`src/rtl/ram_wb_target.sv`:
```
// Wishbone B4 pipelined target that sequences an external asynchronous SRAM.
// Strobe widths are derived from nanosecond parameters at the 64 MHz clock.
module ram_wb_target #(
  parameter logic [2:0]  BASE    = 3'b000,
  parameter int unsigned READ_NS = 55,
  parameter int unsigned WE_NS   = 45
) (
  input  logic        clk_i,
  input  logic        reset_i,
  input  logic [19:0] wb_adr_i,
  input  logic [7:0]  wb_dat_i,
  output logic [7:0]  wb_dat_o,
  input  logic        wb_we_i,
  input  logic        wb_cyc_i,
  input  logic        wb_stb_i,
  output logic        wb_stall_o,
  output logic        wb_ack_o,
  output logic [16:0] ram_addr_o,
  input  logic [7:0]  ram_data_i,
  output logic [7:0]  ram_data_o,
  output logic        ram_data_oe_o,
  output logic        ram_ce_n_o,
  output logic        ram_oe_n_o,
  output logic        ram_we_n_o
);

  localparam int unsigned CLK_MHZ = 64;

  // Round a nanosecond figure up to whole system-clock cycles.
  function automatic int unsigned ns_to_cycles(input int unsigned ns);
    return (ns * CLK_MHZ + 999) / 1000;
  endfunction

  localparam int unsigned READ_CYCLES = ns_to_cycles(READ_NS);
  localparam int unsigned WE_CYCLES   = ns_to_cycles(WE_NS);
  localparam int unsigned MAX_CYCLES  = (READ_CYCLES > WE_CYCLES) ? READ_CYCLES : WE_CYCLES;
  localparam int unsigned CNT_W       = $clog2(MAX_CYCLES + 1);

  // Timing parameters must yield at least one cycle per strobe.
  if (READ_CYCLES < 1 || WE_CYCLES < 1) begin : g_bad_timing
    $error("ram_wb_target: READ_CYCLES and WE_CYCLES must both be at least 1");
  end

  typedef enum logic [2:0] {
    IDLE,
    READ,
    WR_SETUP,
    WR_PULSE,
    WR_HOLD
  } state_t;

  state_t             state_q, state_d;
  logic [CNT_W-1:0]   cnt_q, cnt_d;
  logic [7:0]         dat_d;
  logic               ack_d;
  logic [16:0]        addr_d;
  logic [7:0]         wdata_d;
  logic               data_oe_d;
  logic               ce_n_d, oe_n_d, we_n_d;
  logic               sel;

  assign sel = wb_cyc_i & wb_stb_i & (wb_adr_i[19:17] == BASE);

  // Busy whenever an SRAM sequence is in flight, regardless of who is asking.
  assign wb_stall_o = (state_q != IDLE);

  // Next-state and next-output logic for the SRAM strobe sequencer.
  always_comb begin
    state_d   = state_q;
    cnt_d     = cnt_q;
    dat_d     = wb_dat_o;
    ack_d     = 1'b0;
    addr_d    = ram_addr_o;
    wdata_d   = ram_data_o;
    data_oe_d = ram_data_oe_o;
    ce_n_d    = ram_ce_n_o;
    oe_n_d    = ram_oe_n_o;
    we_n_d    = ram_we_n_o;

    case (state_q)
      IDLE: begin
        if (sel) begin
          addr_d = wb_adr_i[16:0];
          ce_n_d = 1'b0;
          if (wb_we_i) begin
            wdata_d   = wb_dat_i;
            data_oe_d = 1'b1;
            we_n_d    = 1'b1;
            state_d   = WR_SETUP;
          end else begin
            oe_n_d  = 1'b0;
            cnt_d   = CNT_W'(READ_CYCLES - 1);
            state_d = READ;
          end
        end
      end

      READ: begin
        if (cnt_q == '0) begin
          dat_d   = ram_data_i;
          ce_n_d  = 1'b1;
          oe_n_d  = 1'b1;
          ack_d   = wb_cyc_i;
          state_d = IDLE;
        end else begin
          cnt_d = cnt_q - CNT_W'(1);
        end
      end

      WR_SETUP: begin
        we_n_d  = 1'b0;
        cnt_d   = CNT_W'(WE_CYCLES - 1);
        state_d = WR_PULSE;
      end

      // The write pulse always runs to full width, even if the initiator left.
      WR_PULSE: begin
        if (cnt_q == '0) begin
          we_n_d  = 1'b1;
          state_d = WR_HOLD;
        end else begin
          cnt_d = cnt_q - CNT_W'(1);
        end
      end

      WR_HOLD: begin
        data_oe_d = 1'b0;
        ce_n_d    = 1'b1;
        ack_d     = wb_cyc_i;
        state_d   = IDLE;
      end

      default: begin
        state_d = IDLE;
      end
    endcase
  end

  // State and registered outputs; reset returns the SRAM to a quiet bus.
  always_ff @(posedge clk_i or posedge reset_i) begin
    if (reset_i) begin
      state_q       <= IDLE;
      cnt_q         <= '0;
      wb_dat_o      <= '0;
      wb_ack_o      <= 1'b0;
      ram_addr_o    <= '0;
      ram_data_o    <= '0;
      ram_data_oe_o <= 1'b0;
      ram_ce_n_o    <= 1'b1;
      ram_oe_n_o    <= 1'b1;
      ram_we_n_o    <= 1'b1;
    end else begin
      state_q       <= state_d;
      cnt_q         <= cnt_d;
      wb_dat_o      <= dat_d;
      wb_ack_o      <= ack_d;
      ram_addr_o    <= addr_d;
      ram_data_o    <= wdata_d;
      ram_data_oe_o <= data_oe_d;
      ram_ce_n_o    <= ce_n_d;
      ram_oe_n_o    <= oe_n_d;
      ram_we_n_o    <= we_n_d;
    end
  end

endmodule

```
`config.mk`:
```
export PLATFORM = sky130hd
export DESIGN_NAME = ram_wb_target
export DESIGN_NICKNAME = d
export VERILOG_FILES = /design/src/rtl/ram_wb_target.sv
export SDC_FILE = /design/constraint.sdc
export NUM_CORES = 1
export LEC_CHECK = 0
export CAP_MARGIN = 20
export CORE_MARGIN = 2
export CORE_UTILIZATION = 42
export DETAILED_ROUTE_END_ITERATION = 8
export HOLD_SLACK_MARGIN = 0.03
export PLACE_DENSITY = 0.79
export REMOVE_ABC_BUFFERS = 1
export SLEW_MARGIN = 25
export SYNTH_ARGS = -nofsm -noshare
export SYNTH_HDL_FRONTEND = slang
export SYNTH_SLANG_ARGS = --single-unit
```
`constraint.sdc`:
```
create_clock -name clk_i -period 2.15 [get_ports clk_i]
set_clock_uncertainty 0.1 [all_clocks]
set_input_delay 0.43 -clock clk_i [delete_from_list [all_inputs] [get_ports clk_i]]
set_output_delay 0.43 -clock clk_i [all_outputs]
set_load 0.005 [all_outputs]
```
# Word level (Yosys, flattened, before mapping)
# Cells that the tools add are included.
classes:
  n_eq_ne: 10
  div_mod_pow: 0
  reduce_logical: 19
  bitwise_logic: 2
  multipliers: 0
  addsub: 1
  mux: 21
  shifts: 0
  n_lt_le_gt_ge: 0
op_table:
  columns: ["op", "count"]
  rows:
  - ["3-bit two-way mux", 6]
  - ["2-bit != test (second input constant)", 6]
  - ["3-bit one-hot mux with 4 select lines", 1]
  - ["3-bit AND reduction", 4]
  - ["4-bit AND reduction", 3]
  - ["3-bit nonzero test", 4]
  - ["3-bit zero test", 3]
  - ["3-bit one-hot mux with 3 select lines", 1]
  - ["1-bit two-way mux", 7]
  - ["3-bit by 2-bit == test with 1-bit output (second input constant)", 2]
  - ["1-bit one-hot mux with 2 select lines", 3]
  - ["1-bit one-hot mux with 3 select lines", 2]
  - ["2-bit AND reduction", 2]
  - ["2-bit nonzero test", 2]
  - ["3-bit by 1-bit == test with 1-bit output (second input constant)", 1]
  - ["3-bit == test (second input constant)", 1]
  - ["3-bit by 1-bit subtractor with 3-bit output (second input constant)", 1]
  - ["1-bit AND", 2]
  - ["2-bit two-way mux", 1]
  - ["2-bit OR reduction", 1]
word_totals:
  out_inout_bits: 39
  register_bits: 44
  latchBits: 0
  rom_bits: 0
  ram_bits: 0
  n_memories: 0

# Logic depth before layout (Yosys ltp)
# Gate-level depths: netlist (run 1).
logic_depth:
  ltp_word: 4
  mapped_depth: 7
  mapped_depth_nobuf: 6

# Worst setup path after synthesis (run 1)
# OpenSTA, ideal clock, no wires.
synth_timing:
  path_type: "reg2reg"
  startpoint: "reg cnt_q[0]"
  endpoint: "reg wb_dat_o[0]"
  arrival_ns: 1.511
  required_time_ns: 1.922
  path_stages_with_launch: 7
  path_slack_ns: 0.412
  cell_sequence: "dfrtp_1 -> inv_1 -> ha_1 -> nand2b_1 -> or3_1 -> buf_2 -> mux2_1"
synth_via:
  elab_chain_cells: 2
synth_lines:
  columns: ["item", "line_no", "source"]
  rows:
  - ["from (decl)", "53", "logic [CNT_W-1:0] cnt_q, cnt_d;"]
  - ["from (signal assigned)", "154", "cnt_q <= cnt_d;"]
  - ["3-bit zero test", "99", "if (cnt_q == '0) begin"]
  - ["2-bit AND reduction (no line)", null, null]
  - ["to (signal assigned)", "155", "wb_dat_o <= dat_d;"]
  - ["to (decl)", "12", "output logic [7:0] wb_dat_o,"]
# No other way between the ends.
# A chain may end at the register's enable or synchronous reset.

# Final worst setup path (run 1)
layout_timing:
  startpoint: "reg state_q[0]"
  endpoint: "out wb_stall_o"
layout_via:
  elab_chain_cells: 1
layout_lines:
  columns: ["item", "line_no", "source"]
  rows:
  - ["from (decl)", "52", "state_t state_q, state_d;"]
  - ["from (signal assigned)", "153", "state_q <= state_d;"]
  - ["3-bit nonzero test", "65", "assign wb_stall_o = (state_q != IDLE);"]
  - ["to (decl)", "16", "output logic wb_stall_o,"]
# No other way between the ends.

==> impl_metrics.csv, run 1 <==
group,metric,value,unit
run_status,status,"completed",
clocking,cts_buffer_depth,2,
yosys,async_flop_share,1.000,
timing,fin_crit_sh,0.9437,
timing,tightest_slew,0.3819,ns
drt,routed-via-count,1404,
worst_setup_path,worstPathArrival,1.50,ns
place,post-dp-hpwl,2900,um
timing,hold_viol_final,0,
clocking,cts_htree_levels,2,
cells_and_area,final_cells,279,
yosys,ys_ff_latch,44,
timing,fmax,0.4929,GHz
timing,min_period,2.029,ns
yosys,syn-instance-count,137,
yosys,synth_ff_type,"dfrtp_1",
timing,setup_viol,0,
floorplan,io_pins,80,
pwr,pwr-share-clk,0.148,
floorplan,start_util,0.4349,
cells_and_area,final_nets,269,
place,dp.cells,271,
pwr,p_leak,0.001225,uW
drt,dr.first_iter.drc_count,94,
cells_and_area,area_growth,51.96,%
timing,slew_headroom,0.7454,
yosys,synthTopCellsByArea,"dfrtp_1 (55%), mux2_2 (14%), mux2_1 (4.8%)",
pwr,internal_power,2348,uW
floorplan,fp.dieW,70.92,um
yosys,yosys_warnings,0,
clocking,cts_inserted_buffers,5,
place,portBuffers,79,
floorplan,die_h,70.92,um
clocking,cts_root_buffer,"clkbuf_8",
place,place_congestion,0.7406,
floorplan,dieArea,5029,sq um
drt,wl_per_cell,14.15,um
clocking,cts_tree,"done",
worst_setup_path,critPathCaptureType,"primary output",
global_route,antenna_found_initial,0,
worst_setup_path,r2r_start,"cnt_q[0]",
cells_and_area,drive_gt1_frac,0.2203,
clocking,clock_sinks,44,
worst_setup_path,required,1.62,ns
global_route,grt_pass1_vias,1479,
yosys,yosysTopAreaCell,"dfrtp_1",
cells_and_area,antenna_cells,0,
drt,antenna_left,0,
yosys,seq_area_frac_synth,0.5875,
floorplan,core-area,4324,sq um
global_route,grt.total_usage,0.1691,
drt,drc_errors,0,
pwr,combinationalPowerShare,0.423,
drt,drt_wl_total,3948,um
yosys,synth_top_area_share,0.5456,
worst_setup_path,cp-start-kind,"flip-flop",
clocking,cts.clk_slew.worst_paths,0.08,ns
worst_setup_path,crit_path_start,"state_q[0]",
flow_run,cap_violations,0,
global_route,grt_pass1_wl,6568,um
cells_and_area,post-route-util,0.6609,
pwr,vdd_ir_drop_max,610.6,uV
pwr,p_switching,934.8,uW
timing,rsz0062_at_grt,"false",
yosys,synth_edf_count,0,
yosys,syn_avg_cell_area,13.73,sq um
global_route,grt_max_degree,45,
drt,first_pass_iters,4,
floorplan,std_cell_rows,24,
global_route,grt-ovfl-total,0,
pwr,sequentialPowerShare,0.429,
worst_setup_path,crit_path_max_fanout,11,
timing,maxSlewViolCount,0,
clocking,clock_latency,0.29,ns
yosys,syn_area,1881,sq um
yosys,synth_cell_type_count,34,
min_path,hold_path.class,"input port to asynchronous set/reset pin",
pwr,switching_share,0.2848,
worst_setup_path,path_class,"flip-flop to primary output",
pwr,total_power,3283,uW
pwr,power_density,1149,nW/um^2
drt,vias_per_cell,5.032,
cells_and_area,fillerInstances,343,
[routing by layer]
| layer | vias up | share of wire | track usage | routed length, um |
|---|---|---|---|---|
| met5 | - | 0 | 0 | 0 |
| met4 | 0 | 0.015 | 0.06289 | 59 |
| met3 | 4 | 0.10 | 0.09259 | 403 |
| met2 | 51 | 0.48 | 0.2648 | 1908 |
| met1 | 691 | 0.40 | 0.1961 | 1577 |
| li1 | 658 | - | - | - |
[what timing repair did]
| action | 4_1_cts | 5_1_grt |
|---|---|---|
| hold buffers | 0 | 0 |
| endpoints found under the setup margin | 0 | 1 |
| setup buffers | 0 | 0 |
| gates resized for setup | 0 | 3 |
[worst max-delay path: stages, from the launching register on]
cell and delay, ns:
dfrtp_2 0.50, nor3_4 0.22, inv_1 0.05, clkdlybuf4s50_1 0.44
[power by group through the flow]
stage | Combinational (uW) | Sequential (uW) | Clock (uW)
floorplan | 518 | 1420 | 0
global placement | 1380 | 1400 | 0
detailed placement | 1390 | 1410 | 0
CTS | 1400 | 1400 | 509
global route | 1510 | 1460 | 543
finish | 1390 | 1410 | 487
[sequential cells by signal, summed over array words and instances (netlist names), 3 cells and up]
signal	flops
wb_dat_o	8
cnt_q	3
ram_data_o	8
state_q	3
ram_addr_o	17
[final timing paths]
path | to | slack, ns | depth (start not counted)
min in group clk_i | wb_dat_o[4] | 0.39 | 1
worst min register to register | wb_dat_o[4] | 0.39 | 1
worst min-delay path | ram_addr_o[7] | 0.38 | 3
worst max register to register | wb_dat_o[7] | 0.22 | 5
worst max-delay path | wb_stall_o | 0.12 | 3
max in group asynchronous | ram_we_n_o | 1.30 | 3
[per-stage QoR]
step                      cell area (sq um)  setup TNS [ns]  hold WS (ns)  worst slack [ns]
after floorplan                        1841               0        0.3488            0.3876
after global placement                 2769          -1.122        0.3742          -0.05589
after detailed placement               2769          -1.678        0.3766          -0.08502
after CTS                              2849               0        0.3815           0.02236
after global routing                   2858               0        0.3916           0.02409
final                                  2858               0        0.3766            0.1210
[cell type report]
| cell class | count | area, sq um | area share |
|---|---|---|---|
| sequential | 44 | 1107 | 0.3875 |
| clock buffer | 8 | 80.08 | 0.02802 |
| tap | 52 | 65.06 | 0.02277 |
| multi-input combinational | 79 | 708.2 | 0.2478 |
| timing repair buffer | 87 | 863.3 | 0.3021 |
| inverter | 9 | 33.78 | 0.01182 |
[cells in the final DEF (no fill, tap or decap), drive strengths merged]
cell type and n:
a211oi 2, a21oi 7, a311o 1, a31oi 1, buf 8, clkbuf 8, clkdlybuf4s50 79, clkinv 1
dfrtp 41, dfstp 3, ha 2, inv 8, mux2 33, mux2i 1, nand2 3, nand2b 2
nand3 2, nand3b 1, nor2 7, nor3 5, nor3b 3, nor4 1, o21ai 3, o2bb2ai 1
o31ai 1, o32a 1, or3 1, or4 1
[logic make-up (layout without fill, tap and decap cells)]
logic type / count (synthesis) / count (layout) / synth area share
and+or+nand+nor: 26 / 26 / 0.09382
AOI/OAI and AO/OA: 17 / 17 / 0.05922
buffers and inverters: 14 / 104 / 0.03925
adders and majority gates: 2 / 2 / 0.01330
DFF: 44 / 44 / 0.5875
muxes: 34 / 34 / 0.2069
[cells in the mapped netlist (2+ instances only)]
master	number
a211oi_1	2
a21oi_1	6
buf_2	2
buf_6	2
dfrtp_1	41
dfstp_2	3
ha_1	2
inv_1	9
mux2_1	8
mux2_2	23
mux2_4	2
nand2_1	2
nor2_1	7
nor3_1	4
nor3b_1	3
o21ai_0	3
(Power assumes the default switching activity.)
==> run 2, diff against run 1 <==
CTS_CLUSTER_SIZE = 12   (was default)
==> results of run 2 <==
The final DEF is identical to that of run 1; final timing and power are the same.
